<file path="src/rtl/pu_array_controller_pkg.sv">
// Shared types for the PU array controller: state encoding and width constants.
package pu_array_controller_pkg;

    localparam int unsigned STATE_BITS = 3;

    typedef enum logic [STATE_BITS-1:0] {
        StIdle    = 3'd0,
        StLoadB   = 3'd1,
        StLoadA   = 3'd2,
        StMult    = 3'd3,
        StAdd     = 3'd4,
        StUpdateA = 3'd5,
        StFindRes = 3'd6,
        StDone    = 3'd7
    } state_e;

endpackage

</file>
<file path="src/rtl/pu_prio_enc.sv">
// Lowest-index priority encoder over the PU zero flags.
module pu_prio_enc #(
    parameter int unsigned NUM_PU = 4,
    parameter int unsigned SEL_W  = 2
) (
    input  logic [NUM_PU-1:0] z,
    output logic              valid,
    output logic [SEL_W-1:0]  idx
);

    // Scan from the top down so the lowest set bit is the last one written.
    always_comb begin
        valid = 1'b0;
        idx   = '0;
        for (int i = NUM_PU - 1; i >= 0; i--) begin
            if (z[i]) begin
                valid = 1'b1;
                idx   = SEL_W'(i);
            end
        end
    end

endmodule

</file>
<file path="src/rtl/pu_array_controller.sv">
// Sequencer for the PU datapath: load/multiply/accumulate/update loop with iteration count,
// priority result select and start/done/ack handshake.
module pu_array_controller
    import pu_array_controller_pkg::*;
#(
    parameter int unsigned NUM_PU = 4,
    parameter int unsigned SEL_W  = 2,
    parameter int unsigned ITER_W = 8
) (
    input  logic              clk,
    input  logic              rst,
    input  logic              start,
    input  logic              ack,
    input  logic [ITER_W-1:0] iter_lim,
    input  logic              end_signal,
    input  logic [NUM_PU-1:0] z,
    output logic              b_regs_en,
    output logic              a_regs_en,
    output logic              a_muxs,
    output logic              pu_mult_regs_en,
    output logic              pu_add_regs_en,
    output logic [SEL_W-1:0]  res_sel,
    output logic              res_valid,
    output logic              busy,
    output logic              done
);

    state_e            state_q, state_d;
    logic [ITER_W-1:0] iter_cnt_q, iter_cnt_d;
    logic [ITER_W-1:0] iter_lim_q, iter_lim_d;
    logic [SEL_W-1:0]  res_sel_q;
    logic              res_valid_q;
    logic              res_load;
    logic [SEL_W-1:0]  enc_idx;
    logic              enc_valid;

    pu_prio_enc #(
        .NUM_PU(NUM_PU),
        .SEL_W (SEL_W)
    ) u_prio_enc (
        .z    (z),
        .valid(enc_valid),
        .idx  (enc_idx)
    );

    always_ff @(posedge clk or negedge rst) begin
        if (!rst) begin
            state_q     <= StIdle;
            iter_cnt_q  <= '0;
            iter_lim_q  <= '0;
            res_sel_q   <= '0;
            res_valid_q <= 1'b0;
        end else begin
            state_q    <= state_d;
            iter_cnt_q <= iter_cnt_d;
            iter_lim_q <= iter_lim_d;
            if (res_load) begin
                res_sel_q   <= enc_idx;
                res_valid_q <= enc_valid;
            end
        end
    end

    always_comb begin
        state_d         = state_q;
        iter_cnt_d      = iter_cnt_q;
        iter_lim_d      = iter_lim_q;
        res_load        = 1'b0;
        b_regs_en       = 1'b0;
        a_regs_en       = 1'b0;
        a_muxs          = 1'b0;
        pu_mult_regs_en = 1'b0;
        pu_add_regs_en  = 1'b0;
        busy            = 1'b1;
        done            = 1'b0;
        case (state_q)
            StIdle: begin
                busy = 1'b0;
                if (start) begin
                    iter_lim_d = iter_lim;
                    iter_cnt_d = '0;
                    state_d    = StLoadB;
                end
            end
            StLoadB: begin
                b_regs_en = 1'b1;
                state_d   = StLoadA;
            end
            StLoadA: begin
                a_regs_en = 1'b1;
                a_muxs    = 1'b1;
                state_d   = StMult;
            end
            StMult: begin
                pu_mult_regs_en = 1'b1;
                state_d         = StAdd;
            end
            StAdd: begin
                pu_add_regs_en = 1'b1;
                state_d        = StUpdateA;
            end
            StUpdateA: begin
                a_regs_en = 1'b1;
                // Exit on equality so the counter never wraps, even at the maximum limit.
                if (end_signal || (iter_cnt_q == iter_lim_q)) begin
                    state_d = StFindRes;
                end else begin
                    iter_cnt_d = iter_cnt_q + ITER_W'(1);
                    state_d    = StMult;
                end
            end
            StFindRes: begin
                res_load = 1'b1;
                state_d  = StDone;
            end
            StDone: begin
                done = 1'b1;
                if (ack) begin
                    state_d = StIdle;
                end
            end
            default: begin
                busy    = 1'b0;
                state_d = StIdle;
            end
        endcase
    end

    assign res_sel   = res_sel_q;
    assign res_valid = res_valid_q;

endmodule

</file>
<file path="config.mk">
export PLATFORM = sky130hd
export DESIGN_NAME = pu_array_controller
export DESIGN_NICKNAME = d
export VERILOG_FILES = /design/src/rtl/pu_array_controller_pkg.sv /design/src/rtl/pu_prio_enc.sv /design/src/rtl/pu_array_controller.sv
export SDC_FILE = /design/constraint.sdc
export NUM_CORES = 1
export LEC_CHECK = 0
export ABC_AREA = 1
export ABC_CLOCK_PERIOD_IN_PS = 1900
export BUFFER_PORTS_ARGS = -buffer_cell sky130_fd_sc_hd__buf_4
export CORE_MARGIN = 2
export CORE_UTILIZATION = 30
export DETAILED_ROUTE_END_ITERATION = 12
export SYNTH_ARGS = -nofsm -noshare
export SYNTH_HDL_FRONTEND = slang
export SYNTH_SLANG_ARGS = --single-unit
export TNS_END_PERCENT = 50
</file>
<file path="constraint.sdc">
create_clock -name clk -period 1.9 [get_ports clk]
set_input_delay 0 -clock clk [delete_from_list [all_inputs] [get_ports clk]]
set_output_delay 0 -clock clk [all_outputs]
set_load 0.02 [all_outputs]
</file>
==> run summary <==
Yosys top cell area share - 43.4%
CP required - 1.90 ns
Setup Viol. Count Final - 0
Net Sw Frac - 40.2%
Placer Congestion - 0.797
worst hold slack - 0.000790 ns
Startpoint Class - register
max-cap violations - 0
largest cells by area after synthesis - dfrtp_1, nand2_1, nor2_1
sequential fraction of the synthesis area - 43.4%
Internal Power - 0.00122 W
# H-tree levels - 1
Starting Density - 31.5%
antenna violation net count after detailed routing - 0
Crit Path Max Fanout - 9
first-pass GRT wire length - 4.67 mm
CTS Buffer Depth - 2
Slew Limit Headroom - 80.4%
critical path class - reg2out
Vias/cell - 4.48
Crit path largest cell delay - 0.45 ns
VDD IR-drop max - 0.000647 V
RSZ-0062 raised after global routing - no
Syn Area/Cell - 8.03 µm²
global route total overflow - 0
synthesized area - 0.00127 mm²
Period minus WS final - 1.48 ns
DIE HEIGHT - 69.0 µm
vias in the first global route - 1067
Psw - 0.000819 W
Hold Crit Class - in2reg
site row count - 23
clk root buf - clkbuf_8
Post-Syn Nets - 176
Core Area - 0.00403 mm²
most used cell, CP - inv_2
pwr dens - 1230 mW/mm²
number of cells on the worst hold path - 3
placed instance area - 0.00152 mm²
share of cells above drive strength 1 - 24.1%
Inserted Clock Buffers - 3
Worst-Margin Slew - 0.293 ns
CP arrival - 1.48 ns
Sink Count - 22
Critical path buffers and inverters - 4
cts repair resizes - 0
routed via count - 1097
Hold Fails Final Rpt - 0
most common cell after layout, fill and taps aside - nand2_1
crit path cell chain - inv_2 -> nor2_2 -> inv_2 -> nor2_4 -> inv_2 -> o21ai_0 -> buf_4
Placement Setup Slack - 0.476 ns
most frequent cells in the layout - nand2_1, buf_4, nor2_1
Worst Setup End Kind - output pin
Worst-path clk slew - 0.08 ns
synth warn - 0
Worst path slowest cell - dfrtp_1
area leader, netlist - dfrtp_1
leakage power - 0.815 nW
final worst slack - 0.420 ns
Tot Pwr - 0.00204 W
fin. max-slew vios - 0
logic gate share of total power - 45.9%
Mapped Cells - 158
family with the most delay on the worst path - flip-flops
hold buffer count at CTS - 8
post-layout net count - 214
post-CTS setup buffers - 0
Port Buffer Count - 26
largest net degree at the start of global routing - 23
clock power share - 16.6%
Skew-Pair Late Insertion Delay - 0.26 ns
First-pass DRT Iterations - 4
fin crit share - 77.9%
WP depth - 7
Post-Route WL - 2.62 mm
status - finished clean
n_diodes - 0
Synth cell types - 28
setup TNS - 0 ns
R2R depth - 8
initial DRC count - 39
HPWL Detailed - 1.91 mm
GRT Util Overall - 11.5%
design area - 0.00165 mm²
CTS tree - yes
Synth Register Bits - 22
fmax - 676 MHz
Layout area overhead - 30.4%
Wirelength per Cell - 10.7 µm
sequential share of power - 37.4%
die footprint - 0.00477 mm²
IO Pins - 27
die width - 69.0 µm
initial antenna violation count - 0
# DRC - 0
worst clock skew - 0.00114 ns
## Yosys cell counts
cell       n
nor2_2     1
nand2_1   41
nor2_4     1
inv_2      3
nand3_1   13
nor3_2     1
buf_6      1
nand3_2    1
mux2_4     3
a21oi_1    5
nor3b_2    1
a21boi_1   1
nand3_4    1
inv_1     16
xor2_1     3
nor2_1    23
o21ai_0    4
or2_1      1
nand4_1    1
o21a_1     1
nor3_1     2
clkbuf_1   1
dfrtp_1   22
nand2_4    1
xnor2_1    6
nand2_2    1
mux2_2     2
ha_1       1
## worst min-delay path: cells and delay by family
kind / cells / cell delay, ns
AO/OA/AOI/OAI: 1 / 0.11
buffers and inverters: 1 / 0.07
AND/OR/NAND/NOR: 1 / 0.03
## final cells by class
class,count,area [µm²]
Sequential cell,22,551
Fill cell,417,2370
Clock buffer,4,55.1
Multi-Input combinational cell,115,632
Tap cell,50,62.6
Inverter,19,71.3
Timing Repair Buffer,35,283
## flip-flops by register name, summed over array words and instances (netlist names)
signal,cells
res_sel,2
iter_cnt_q,8
iter_lim_q,8
state_q,3
res_valid,1
## power groups by stage
| stage | logic [W] | registers (W) | clock network, W |
|---|---|---|---|
| floorplan | 0.000623 | 0.000777 | 0 |
| global placement | 0.000933 | 0.000773 | 0 |
| detailed placement | 0.000937 | 0.000771 | 0 |
| CTS | 0.000952 | 0.000766 | 0.000349 |
| global route | 0.00105 | 0.000789 | 0.000367 |
| finish | 0.000936 | 0.000763 | 0.000339 |
## path summary, 6_finish.rpt
| check | startpoint | endpoint | slack, ns |
|---|---|---|---|
| setup / recovery | state_q[0] | a_regs_en | 0.42 |
| hold reg to reg | res_valid | res_valid | 0.52 |
| hold / removal | iter_lim[7] | iter_lim_q[7] | 0.0008 |
| setup reg to reg | iter_cnt_q[0] | iter_cnt_q[6] | 0.47 |
| min in group asynchronous | rst | state_q[1] | 0.15 |
| max in group asynchronous | rst | res_sel[1] | 1.51 |
## cell families after synthesis
logic type	share of synthesized area, %
and+or+nand+nor	32.5
DFF	43.4
buffers and inverters	6.80
AOI/OAI and AO/OA	4.73
xor gates and xnor gates	6.21
muxes	5.33
adders and majority gates	0.986
## per-layer routing
layer  vias up  global-route usage, %  wire [µm]
li1        570                      -          -
met1       493                   16.5       1300
met2        34                   18.2       1150
met3         0                   1.90        167
met4         0                   2.61          0
met5         -                      0          0
## through the flow
stage,utilization [%],instances
after floorplan,-,158
after detailed placement,37.7,233
after global routing,41.1,245
after CTS,41.1,245
final,41.1,245
after global placement,37.7,233
Power figures use the tool's default switching activity.
